<file path="src/rtl/wb_arbiter_if.sv">
// Writeback arbiter bus: three FU completion ports, ROB age/flush inputs and the CDB broadcast.
// Handshake: a completion transfers at a posedge when x_valid & x_ready are both high; valid must not depend on ready.
interface wb_arbiter_if #(
  parameter int ROB_IDX_W = 5,
  parameter int PREG_W    = 7,
  parameter int DATA_W    = 32
);
  logic                 alu_valid, b_valid, mem_valid;
  logic                 alu_ready, b_ready, mem_ready;
  logic [ROB_IDX_W-1:0] alu_rob, b_rob, mem_rob;
  logic [PREG_W-1:0]    alu_pd, b_pd, mem_pd;
  logic [DATA_W-1:0]    alu_data, b_data, mem_data;
  logic                 alu_wr, b_wr, mem_wr;
  logic [ROB_IDX_W-1:0] rob_head;
  logic                 mispredict;
  logic [ROB_IDX_W-1:0] mispredict_tag;
  logic                 cdb_valid;
  logic [ROB_IDX_W-1:0] cdb_rob;
  logic [PREG_W-1:0]    cdb_pd;
  logic [DATA_W-1:0]    cdb_data;
  logic                 cdb_wr_en;
  logic [1:0]           cdb_src;

  modport slave (
    input  alu_valid, b_valid, mem_valid,
    input  alu_rob, b_rob, mem_rob, alu_pd, b_pd, mem_pd,
    input  alu_data, b_data, mem_data, alu_wr, b_wr, mem_wr,
    input  rob_head, mispredict, mispredict_tag,
    output alu_ready, b_ready, mem_ready,
    output cdb_valid, cdb_rob, cdb_pd, cdb_data, cdb_wr_en, cdb_src
  );

  modport master (
    output alu_valid, b_valid, mem_valid,
    output alu_rob, b_rob, mem_rob, alu_pd, b_pd, mem_pd,
    output alu_data, b_data, mem_data, alu_wr, b_wr, mem_wr,
    output rob_head, mispredict, mispredict_tag,
    input  alu_ready, b_ready, mem_ready,
    input  cdb_valid, cdb_rob, cdb_pd, cdb_data, cdb_wr_en, cdb_src
  );
endinterface

</file>
<file path="src/rtl/wb_arbiter.sv">
// CDB writeback arbiter: one holding slot per FU (ALU=0, B=1, MEM=2), one grant per cycle, flush squash.
// Define WB_ARB_AGE_PRIO_EN for oldest-first grant; default build is round-robin.
module wb_arbiter #(
  parameter int ROB_IDX_W = 5,
  parameter int PREG_W    = 7,
  parameter int DATA_W    = 32
) (
  input  logic       clk,
  input  logic       reset,
  wb_arbiter_if.slave bus,
  output logic [1:0] dbg_rr
);
  typedef logic [ROB_IDX_W-1:0] tag_t;

  function automatic tag_t age_of(input tag_t t, input tag_t head);
    age_of = t - head;
  endfunction

  function automatic logic younger(input tag_t t, input tag_t head, input tag_t br);
    younger = age_of(t, head) > age_of(br, head);
  endfunction

  logic [2:0]        in_valid, in_wr;
  tag_t              in_rob  [3];
  logic [PREG_W-1:0] in_pd   [3];
  logic [DATA_W-1:0] in_data [3];

  logic [2:0]        held_q, held_d, wr_q, wr_d;
  tag_t              rob_q  [3], rob_d  [3];
  logic [PREG_W-1:0] pd_q   [3], pd_d   [3];
  logic [DATA_W-1:0] data_q [3], data_d [3];

  logic              cdb_valid_q, cdb_valid_d, cdb_wr_en_q, cdb_wr_en_d;
  tag_t              cdb_rob_q, cdb_rob_d;
  logic [PREG_W-1:0] cdb_pd_q, cdb_pd_d;
  logic [DATA_W-1:0] cdb_data_q, cdb_data_d;
  logic [1:0]        cdb_src_q, cdb_src_d;

  logic [2:0] sq_held, sq_in, elig, grant, ready, accept;
  logic [1:0] win;
  logic       any;

  always_comb begin
    in_valid   = {bus.mem_valid, bus.b_valid, bus.alu_valid};
    in_wr      = {bus.mem_wr, bus.b_wr, bus.alu_wr};
    in_rob[0]  = bus.alu_rob;  in_rob[1]  = bus.b_rob;  in_rob[2]  = bus.mem_rob;
    in_pd[0]   = bus.alu_pd;   in_pd[1]   = bus.b_pd;   in_pd[2]   = bus.mem_pd;
    in_data[0] = bus.alu_data; in_data[1] = bus.b_data; in_data[2] = bus.mem_data;
  end

  // Squash applies to both resident entries and same-cycle arrivals; the branch's own tag is never younger.
  always_comb begin
    sq_held = '0;
    sq_in   = '0;
    for (int i = 0; i < 3; i++) begin
      sq_held[i] = bus.mispredict & younger(rob_q[i], bus.rob_head, bus.mispredict_tag);
      sq_in[i]   = bus.mispredict & younger(in_rob[i], bus.rob_head, bus.mispredict_tag);
    end
    elig = held_q & ~sq_held;
  end

`ifdef WB_ARB_AGE_PRIO_EN
  tag_t best_age;

  always_comb begin
    any      = 1'b0;
    win      = 2'd0;
    best_age = '1;
    for (int i = 0; i < 3; i++) begin
      if (elig[i] && (!any || age_of(rob_q[i], bus.rob_head) < best_age)) begin
        any      = 1'b1;
        win      = i[1:0];
        best_age = age_of(rob_q[i], bus.rob_head);
      end
    end
  end

  assign dbg_rr = 2'd0;
`else
  typedef enum logic [1:0] {RR_ALU = 2'd0, RR_B = 2'd1, RR_MEM = 2'd2} rr_state_t;
  rr_state_t  rr_q, rr_d;
  logic [2:0] idx_w;

  // Search starts at the pointer and wraps modulo 3.
  always_comb begin
    any   = 1'b0;
    win   = 2'd0;
    idx_w = '0;
    rr_d  = rr_q;
    for (int k = 0; k < 3; k++) begin
      idx_w = {1'b0, rr_q} + 3'(k);
      if (idx_w >= 3'd3) idx_w = idx_w - 3'd3;
      if (!any && elig[idx_w[1:0]]) begin
        any = 1'b1;
        win = idx_w[1:0];
      end
    end
    if (any) begin
      case (win)
        2'd0:    rr_d = RR_B;
        2'd1:    rr_d = RR_MEM;
        default: rr_d = RR_ALU;
      endcase
    end
  end

  always_ff @(posedge clk) begin
    if (reset) rr_q <= RR_ALU;
    else       rr_q <= rr_d;
  end

  assign dbg_rr = rr_q;
`endif

  always_comb begin
    grant = '0;
    if (any) grant[win] = 1'b1;
    ready  = reset ? 3'b000 : (~held_q | grant);
    accept = in_valid & ready;
  end

  always_comb begin
    held_d = held_q;
    wr_d   = wr_q;
    rob_d  = rob_q;
    pd_d   = pd_q;
    data_d = data_q;
    for (int i = 0; i < 3; i++) begin
      if (accept[i]) begin
        held_d[i] = ~sq_in[i];
        wr_d[i]   = in_wr[i];
        rob_d[i]  = in_rob[i];
        pd_d[i]   = in_pd[i];
        data_d[i] = in_data[i];
      end else if (grant[i] || sq_held[i]) begin
        held_d[i] = 1'b0;
      end
    end
    cdb_valid_d = any;
    cdb_wr_en_d = any & wr_q[win];
    cdb_rob_d   = cdb_rob_q;
    cdb_pd_d    = cdb_pd_q;
    cdb_data_d  = cdb_data_q;
    cdb_src_d   = cdb_src_q;
    if (any) begin
      cdb_rob_d  = rob_q[win];
      cdb_pd_d   = pd_q[win];
      cdb_data_d = data_q[win];
      cdb_src_d  = win;
    end
  end

  always_ff @(posedge clk) begin
    if (reset) begin
      held_q      <= '0;
      wr_q        <= '0;
      cdb_valid_q <= 1'b0;
      cdb_wr_en_q <= 1'b0;
      cdb_rob_q   <= '0;
      cdb_pd_q    <= '0;
      cdb_data_q  <= '0;
      cdb_src_q   <= '0;
      for (int i = 0; i < 3; i++) begin
        rob_q[i]  <= '0;
        pd_q[i]   <= '0;
        data_q[i] <= '0;
      end
    end else begin
      held_q      <= held_d;
      wr_q        <= wr_d;
      cdb_valid_q <= cdb_valid_d;
      cdb_wr_en_q <= cdb_wr_en_d;
      cdb_rob_q   <= cdb_rob_d;
      cdb_pd_q    <= cdb_pd_d;
      cdb_data_q  <= cdb_data_d;
      cdb_src_q   <= cdb_src_d;
      for (int i = 0; i < 3; i++) begin
        rob_q[i]  <= rob_d[i];
        pd_q[i]   <= pd_d[i];
        data_q[i] <= data_d[i];
      end
    end
  end

  assign bus.alu_ready = ready[0];
  assign bus.b_ready   = ready[1];
  assign bus.mem_ready = ready[2];
  assign bus.cdb_valid = cdb_valid_q;
  assign bus.cdb_wr_en = cdb_wr_en_q;
  assign bus.cdb_rob   = cdb_rob_q;
  assign bus.cdb_pd    = cdb_pd_q;
  assign bus.cdb_data  = cdb_data_q;
  assign bus.cdb_src   = cdb_src_q;
endmodule

</file>
<file path="src/flat_wrapper.sv">
// flat-port wrapper written by rule: the top's interface ports become plain ports
module wb_arbiter_flat 
#(
  parameter int ROB_IDX_W = 5,
  parameter int PREG_W    = 7,
  parameter int DATA_W    = 32
)
  (clk, reset, dbg_rr, bus_alu_valid, bus_b_valid, bus_mem_valid, bus_alu_rob, bus_b_rob, bus_mem_rob, bus_alu_pd, bus_b_pd, bus_mem_pd, bus_alu_data, bus_b_data, bus_mem_data, bus_alu_wr, bus_b_wr, bus_mem_wr, bus_rob_head, bus_mispredict, bus_mispredict_tag, bus_alu_ready, bus_b_ready, bus_mem_ready, bus_cdb_valid, bus_cdb_rob, bus_cdb_pd, bus_cdb_data, bus_cdb_wr_en, bus_cdb_src);
  wb_arbiter_if #(.ROB_IDX_W(ROB_IDX_W), .PREG_W(PREG_W), .DATA_W(DATA_W)) bus_i ();
  input  logic clk;
  input  logic reset;
  output logic [1:0] dbg_rr;
  input wire logic [$bits(bus_i.alu_valid)-1:0] bus_alu_valid;
  input wire logic [$bits(bus_i.b_valid)-1:0] bus_b_valid;
  input wire logic [$bits(bus_i.mem_valid)-1:0] bus_mem_valid;
  input wire logic [$bits(bus_i.alu_rob)-1:0] bus_alu_rob;
  input wire logic [$bits(bus_i.b_rob)-1:0] bus_b_rob;
  input wire logic [$bits(bus_i.mem_rob)-1:0] bus_mem_rob;
  input wire logic [$bits(bus_i.alu_pd)-1:0] bus_alu_pd;
  input wire logic [$bits(bus_i.b_pd)-1:0] bus_b_pd;
  input wire logic [$bits(bus_i.mem_pd)-1:0] bus_mem_pd;
  input wire logic [$bits(bus_i.alu_data)-1:0] bus_alu_data;
  input wire logic [$bits(bus_i.b_data)-1:0] bus_b_data;
  input wire logic [$bits(bus_i.mem_data)-1:0] bus_mem_data;
  input wire logic [$bits(bus_i.alu_wr)-1:0] bus_alu_wr;
  input wire logic [$bits(bus_i.b_wr)-1:0] bus_b_wr;
  input wire logic [$bits(bus_i.mem_wr)-1:0] bus_mem_wr;
  input wire logic [$bits(bus_i.rob_head)-1:0] bus_rob_head;
  input wire logic [$bits(bus_i.mispredict)-1:0] bus_mispredict;
  input wire logic [$bits(bus_i.mispredict_tag)-1:0] bus_mispredict_tag;
  output wire logic [$bits(bus_i.alu_ready)-1:0] bus_alu_ready;
  output wire logic [$bits(bus_i.b_ready)-1:0] bus_b_ready;
  output wire logic [$bits(bus_i.mem_ready)-1:0] bus_mem_ready;
  output wire logic [$bits(bus_i.cdb_valid)-1:0] bus_cdb_valid;
  output wire logic [$bits(bus_i.cdb_rob)-1:0] bus_cdb_rob;
  output wire logic [$bits(bus_i.cdb_pd)-1:0] bus_cdb_pd;
  output wire logic [$bits(bus_i.cdb_data)-1:0] bus_cdb_data;
  output wire logic [$bits(bus_i.cdb_wr_en)-1:0] bus_cdb_wr_en;
  output wire logic [$bits(bus_i.cdb_src)-1:0] bus_cdb_src;
  assign bus_i.alu_valid = bus_alu_valid;
  assign bus_i.b_valid = bus_b_valid;
  assign bus_i.mem_valid = bus_mem_valid;
  assign bus_i.alu_rob = bus_alu_rob;
  assign bus_i.b_rob = bus_b_rob;
  assign bus_i.mem_rob = bus_mem_rob;
  assign bus_i.alu_pd = bus_alu_pd;
  assign bus_i.b_pd = bus_b_pd;
  assign bus_i.mem_pd = bus_mem_pd;
  assign bus_i.alu_data = bus_alu_data;
  assign bus_i.b_data = bus_b_data;
  assign bus_i.mem_data = bus_mem_data;
  assign bus_i.alu_wr = bus_alu_wr;
  assign bus_i.b_wr = bus_b_wr;
  assign bus_i.mem_wr = bus_mem_wr;
  assign bus_i.rob_head = bus_rob_head;
  assign bus_i.mispredict = bus_mispredict;
  assign bus_i.mispredict_tag = bus_mispredict_tag;
  assign bus_alu_ready = bus_i.alu_ready;
  assign bus_b_ready = bus_i.b_ready;
  assign bus_mem_ready = bus_i.mem_ready;
  assign bus_cdb_valid = bus_i.cdb_valid;
  assign bus_cdb_rob = bus_i.cdb_rob;
  assign bus_cdb_pd = bus_i.cdb_pd;
  assign bus_cdb_data = bus_i.cdb_data;
  assign bus_cdb_wr_en = bus_i.cdb_wr_en;
  assign bus_cdb_src = bus_i.cdb_src;
  wb_arbiter #(.ROB_IDX_W(ROB_IDX_W), .PREG_W(PREG_W), .DATA_W(DATA_W)) u_core (.clk(clk), .reset(reset), .bus(bus_i), .dbg_rr(dbg_rr));
endmodule
</file>
<file path="config.mk">
export PLATFORM = sky130hd
export DESIGN_NAME = wb_arbiter_flat
export DESIGN_NICKNAME = d
export VERILOG_FILES = /design/src/rtl/wb_arbiter_if.sv /design/src/rtl/wb_arbiter.sv /design/src/flat_wrapper.sv
export SDC_FILE = /design/constraint.sdc
export NUM_CORES = 1
export LEC_CHECK = 0
export ABC_CLOCK_PERIOD_IN_PS = 5100
export CAP_MARGIN = 25
export CORE_ASPECT_RATIO = 2
export CORE_MARGIN = 2
export CORE_UTILIZATION = 39
export DETAILED_ROUTE_END_ITERATION = 16
export SLEW_MARGIN = 10
export SYNTH_ARGS = -nofsm -noshare
export SYNTH_HDL_FRONTEND = slang
export SYNTH_SLANG_ARGS = --single-unit
</file>
<file path="constraint.sdc">
create_clock -name clk -period 5.1 [get_ports clk]
set_input_delay 0.51 -clock clk [delete_from_list [all_inputs] [get_ports clk]]
set_output_delay 0.51 -clock clk [all_outputs]
set_load 0.005 [all_outputs]
</file>
* After elaboration in Yosys (flattened, before gate mapping)
Index checks and enable logic that the tools add are counted.
** Storage, ports and cells
- Flip-flop bits (word level) :: 188
- Word-level logic and storage cells :: 115
** Operators by class
- $add $sub $neg :: 12
- Order comparisons :: 15
- Equality and inequality tests :: 1
- Mux-type cells :: 37
- Bitwise operators :: 16
- Reduce and logical (&&, ||, !) cells :: 12
** Operators by type and width (number)
- binary-select mux 32 bit (select 2 bit) :: 1
- 2-to-1 mux 32 bit :: 2
- subtractor 5 bit :: 7
- greater-than comparator 5 bit :: 6
- binary-select mux 7 bit (select 2 bit) :: 1
- 2-to-1 mux 1 bit :: 14
- 2-to-1 mux 7 bit :: 2
- < comparator 2 x 3 -> 1 bit, second input constant :: 4
- 2-to-1 mux 2 bit :: 6
- binary-select mux 5 bit (select 2 bit) :: 1
- 2-to-1 mux 5 bit :: 2
- binary-select mux 1 bit (select 2 bit) :: 4
- AND 1 bit :: 7
- AND 3 bit :: 2
- >= comparator 3 x 2 -> 1 bit, second input constant :: 2
- 2-to-1 mux 3 bit :: 2
- NOT 3 bit :: 2
- nonzero test 2 bit :: 3
- subtractor 2 bit, second input constant :: 3
- case mux 2 bit (2 select lines) :: 1
- adder 2 x 1 -> 3 bit, second input constant :: 1
- adder 2 x 2 -> 3 bit, second input constant :: 1
- >= comparator 3 bit, second input constant :: 1
- logical AND 1 bit :: 3
- other kinds (10) :: 15

* Longest topological paths before layout
- Word-level depth :: 23
- Depth in mapped cells :: 21
- Gate-level depth less buffers :: 19

* Worst setup path before layout
Ideal clock, no wire load.
- Kind :: input to output
- From :: in bus_rob_head[1]
- To :: out bus_b_ready
- Arrival :: 4.010 ns
- Required time :: 4.590 ns
- Path slack :: 0.580 ns
- Stages on the path :: 17
- Path through :: inv_1 -> fa_1 -> a21o_1 -> a21oi_1 -> xnor2_1 -> ha_1 -> and4_1 -> o311ai_0 -> mux2i_1 -> o21ai_0 -> a211oi_1 -> a2111oi_0 -> and2_1 -> buf_2 -> buf_4 -> buf_2 -> o21a_1
** Between the ends
- Word-level cells in the longest chain between the ends :: 21
** RTL lines
- start, declared :: line flat_wrapper.sv:28 : input wire logic [$bits(bus_i.rob_head)-1:0] bus_rob_head;
- subtractor 5 bit :: line wb_arbiter.sv:16 : age_of = t - head;
- greater-than comparator 5 bit :: line wb_arbiter.sv:20 : younger = age_of(t, head) > age_of(br, head);
- AND 1 bit :: line wb_arbiter.sv:56 : sq_held[i] = bus.mispredict & younger(rob_q[i], bus.rob_head, bus.mispredict_tag);
- NOT 3 bit (*) :: line wb_arbiter.sv:59 : elig = held_q & ~sq_held;
- AND 3 bit (*) :: line wb_arbiter.sv:59
- binary-select mux 1 bit (select 2 bit) :: line wb_arbiter.sv:93 : if (!any && elig[idx_w[1:0]]) begin
- 2-to-1 mux 1 bit (not written as such) :: line wb_arbiter.sv:93
- 2-to-1 mux 1 bit :: line wb_arbiter.sv:93
- (+5 left out)
- 2-to-1 mux 2 bit :: line wb_arbiter.sv:93
- < comparator 2 x 3 -> 1 bit (not written as such) / >= comparator 2 x 1 -> 1 bit (equally long branches) :: line wb_arbiter.sv:117 : if (any) grant[win] = 1'b1;
- logical AND 1 bit (not written as such) :: line wb_arbiter.sv:117
- 2-to-1 mux 1 bit (not written as such) :: line wb_arbiter.sv:117
- demux 1 bit (select 2 bit)
- 2-to-1 mux 3 bit (*) :: line wb_arbiter.sv:117
- OR 3 bit (*) :: line wb_arbiter.sv:118 : ready = reset ? 3'b000 : (~held_q | grant);
- 2-to-1 mux 3 bit (*) :: line wb_arbiter.sv:118
- end, declared :: line flat_wrapper.sv:32 : output wire logic [$bits(bus_i.b_ready)-1:0] bus_b_ready;
Every way passes the cells marked *; elsewhere a longest branch is shown, timed or not. The select of a mux whose other input is x is not followed.

* Worst setup path in the final report
- From :: in bus_mispredict_tag[0]
- To :: out bus_mem_ready
** Between the ends
- Word-level cells in the longest chain between the ends :: 21
** RTL lines
- start, declared :: line flat_wrapper.sv:30 : input wire logic [$bits(bus_i.mispredict_tag)-1:0] bus_mispredict_tag;
- subtractor 5 bit (*) :: line wb_arbiter.sv:16
- greater-than comparator 5 bit :: line wb_arbiter.sv:20
- AND 1 bit :: line wb_arbiter.sv:56
- NOT 3 bit (*) :: line wb_arbiter.sv:59
- AND 3 bit (*) :: line wb_arbiter.sv:59
- binary-select mux 1 bit (select 2 bit) :: line wb_arbiter.sv:93
- 2-to-1 mux 1 bit (not written as such) :: line wb_arbiter.sv:93
- 2-to-1 mux 1 bit :: line wb_arbiter.sv:93
- (+5 left out)
- 2-to-1 mux 2 bit :: line wb_arbiter.sv:93
- < comparator 2 x 3 -> 1 bit (not written as such) / >= comparator 2 x 1 -> 1 bit (equally long branches) :: line wb_arbiter.sv:117
- logical AND 1 bit (not written as such) :: line wb_arbiter.sv:117
- 2-to-1 mux 1 bit (not written as such) :: line wb_arbiter.sv:117
- demux 1 bit (select 2 bit)
- 2-to-1 mux 3 bit (*) :: line wb_arbiter.sv:117
- OR 3 bit (*) :: line wb_arbiter.sv:118
- 2-to-1 mux 3 bit (*) :: line wb_arbiter.sv:118
- end, declared :: line flat_wrapper.sv:33 : output wire logic [$bits(bus_i.mem_ready)-1:0] bus_mem_ready;
Marked as above.

==> impl_metrics.yaml <==
status:
  outcome: "completed"
critical_path:
  crit_path_start_kind: "input pin"
  crit_arrival_ns: 4.40
  cp_max_fo: 3
  cp.required_ns: 4.59
  crit_type: "input pin to output port"
  setup.worst_path.end_class: "output port"
synthesis:
  ys_ff_latch: 188
  syn_inst: 1083
  synth-edff-count: 0
  synth_nets: 1295
  synth-main-ff-cell: "dfxtp_1"
  yosysUniqueCellTypes: 63
  synth_warnings: 0
  syn_avg_cell_area_um2: 8.26
  async_flop_share_pct: 0
  ys_seq_area_share_pct: 42.1
  netlist_area_mm2: 0.00895
die:
  die_w_um: 111
  die_height_um: 218
  pin_count: 204
  dieArea_mm2: 0.0242
  core_mm2: 0.0226
  start_util_pct: 39.5
  row_count: 78
placement:
  gp_congestion: 0.907
  port_buffers: 203
  place_ws_ns: -0.687
  placed_cells: 1568
  post-dp-hpwl_mm: 22.4
  dpl_cell_area_mm2: 0.0117
sta:
  worst_slew_pin_slew_ns: 0.752
  setup_viol: 0
  clock-skew-final_ns: 0.00840
  finalHoldViolCount: 0
  max_slew_margin_pct: 49.9
  fin_ws_ns: 0.186
  fmaxAchievable_mhz: 204
  post-route-min-period_ns: 4.91
  drv_slew: 0
  hold_ws_ns: 0.448
  finalCritPeriodShare_pct: 96.3
power:
  vdd_ir_drop_max_mv: 0.420
  powerDensity_mw_per_mm2: 458
  cellLeakagePower_nw: 4.97
grt:
  grt_pass1_vias: 8720
  grt_max_degree: 57
  antenna_found_initial: 4
  grt_pass1_wl_mm: 46.5
  gr-total-overflow: 0
  grt_util_all_layers_pct: 24.8
layout:
  layout.cells.non_filler: 1604
  nNetsFinal: 1519
  fin_area_mm2: 0.0124
  fin_util_pct: 54.8
  syn_to_final_growth_pct: 38.6
  drive_gt1_share_pct: 10.9
clock_network:
  cts_root_buf: "clkbuf_16"
  clock_path_buffers: 2
  cts_sinks: 188
  htreeDepth: 4
  cts.clk_slew.worst_paths_ns: 0.07
  post_cts_buffers: 0
  numCtsBuffers: 17
  tritoncts: "yes"
  cts_hold_buf: 0
  clk_latency_ns: 0.43
detailed_routing:
  route.detailed.drc: 0
  firstDrtPassIters: 6
  drt-total-wl_mm: 30.0
  via_per_inst: 5.29
  wire_per_inst_um: 18.7
  num_vias: 8482
  antenna_left: 0
  first_iter_violations: 597
worst_hold_path:
  hp-class: "flip-flop to flip-flop"
job:
  maxCapViolCount: 0
-- path summary, 6_finish.rpt --
path	depth (start not counted)	to	slack [ns]	from
setup reg to reg	21	u_core.bus.cdb_data[16]	0.67	u_core.rob_q[10]
hold / removal	2	u_core.wr_q[0]	0.45	u_core.wr_q[0]
setup / recovery	18	bus_mem_ready	0.19	bus_mispredict_tag[0]
hold reg to reg	2	u_core.wr_q[0]	0.45	u_core.wr_q[0]
-- state kept, by name (all words and copies together), names as in the netlist, 3 cells and up --
| name | flops |
|---|---|
| u_core.bus.cdb_data | 32 |
| u_core.bus.cdb_pd | 7 |
| u_core.bus.cdb_rob | 5 |
| u_core.data_q | 96 |
| u_core.held_q | 3 |
| u_core.pd_q | 21 |
| u_core.rob_q | 15 |
| u_core.wr_q | 3 |
-- power breakdown --
group          leakage (nW)  total, mW  switching, mW  internal (mW)
clock                 0.267       1.29          0.602          0.684
combinational          3.15       2.44           1.32           1.13
sequential             1.55       1.95          0.185           1.76
total                  4.97       5.68           2.10           3.58
-- cells by family (layout without fill, tap and decap cells) --
logic type | Yosys count | after routing | share of synthesized area (%)
AO/OA/AOI/OAI | 299 | 299 | 21.1
XOR/XNOR | 34 | 34 | 3.62
adder cells (fa/ha/maj) | 63 | 63 | 9.34
buffers and inverters | 146 | 383 | 6.42
flip-flops | 188 | 188 | 42.1
multiplexers | 10 | 10 | 1.22
other | 0 | 4 | 0
AND/OR/NAND/NOR | 343 | 343 | 16.3
-- cell usage after synthesis (all sizes together), types with 2 or more instances --
master	instances	area [um2]
o41ai	7	61.3
a21oi	61	317
fa	7	140
nor2	22	90.1
buf	24	116
a222oi	36	360
o32ai	3	26.3
nand3	58	290
o31ai	5	37.5
xnor2	23	209
mux2i	3	30.0
mux2	7	78.8
o2bb2ai	2	23.8
o21a	5	37.5
and2	3	18.8
o2111ai	3	26.3
a21boi	2	15.0
o211ai	2	20.0
maj3	2	20.0
nor2b	11	68.8
dfxtp	188	3760
and3	2	12.5
o21ai	142	711
a31oi	2	12.5
o311a	2	20.0
xor2	11	115
clkbuf	48	180
a31o	2	17.5
nand2	229	860
ha	54	676
or3	5	31.3
a21o	13	97.6
nand4	2	12.5
a22o	2	17.5
inv	74	278
nand2b	2	12.5
or2	3	18.8
nor3	3	15.0
-- layer usage --
layer  share of wire (%)  track usage (%)  vias up
li1                    -                -     4203
met1                  34             23.9     3964
met2                  56             48.2      238
met3                 3.4             3.30       77
met4                 6.4             17.0        0
met5                   0                0        -
-- cells in the final DEF, fill, tap and decap left out, drive strengths merged, types with 3 or more instances in the layout --
master / netlist / layout
a21o: 13 / 13
a21oi: 61 / 61
a222oi: 36 / 36
and2: 3 / 3
buf: 24 / 75
clkbuf: 48 / 18
clkdlybuf4s50: 0 / 199
clkinv: 0 / 5
clkinvlp: 0 / 4
dfxtp: 188 / 188
diode: 0 / 4
fa: 7 / 7
ha: 54 / 54
inv: 74 / 78
mux2: 7 / 7
mux2i: 3 / 3
nand2: 229 / 229
nand3: 58 / 58
nor2: 22 / 22
nor2b: 11 / 11
nor3: 3 / 3
o2111ai: 3 / 3
o21a: 5 / 5
o21ai: 142 / 142
o31ai: 5 / 5
o32ai: 3 / 3
o41ai: 7 / 7
or2: 3 / 3
or3: 5 / 5
xnor2: 23 / 23
xor2: 11 / 11
-- worst max-delay path, stage by stage --
cell and delay [ns]:
clkdlybuf4s50_1 0.40, inv_1 0.06, ha_1 0.15, inv_1 0.05, fa_2 0.34, a21o_1 0.18, a21oi_2 0.18, buf_4 0.14
xnor2_1 0.19, ha_1 0.30, buf_4 0.14, nor2b_1 0.12, a211o_1 0.28, a31oi_1 0.23, a22oi_2 0.16, o2111a_2 0.29
o21a_1 0.20, clkdlybuf4s50_1 0.46
-- through the flow --
stage / power, mW / setup TNS, ns
after floorplan: 3.22 / 0
after global placement: 4.35 / -55.18
after detailed placement: 4.38 / -51.08
after CTS: 5.71 / 0
after global routing: 6.03 / -0.00634
final: 5.68 / 0
-- repair_timing --
item	4_1_cts	5_1_grt
pin swaps	1	7
gates resized for setup	14	10
endpoints found under the setup margin	80	3
-- cell type report --
type	count	area [um2]
Sequential cell	188	3760
Clock buffer	18	429
Clock inverter	14	140
Timing Repair Buffer	277	2720
Inverter	74	280
Fill cell	2223	10200
Antenna cell	4	10.0
Tap cell	280	350
Multi-Input combinational cell	749	4710
(Power assumes the default switching activity.)
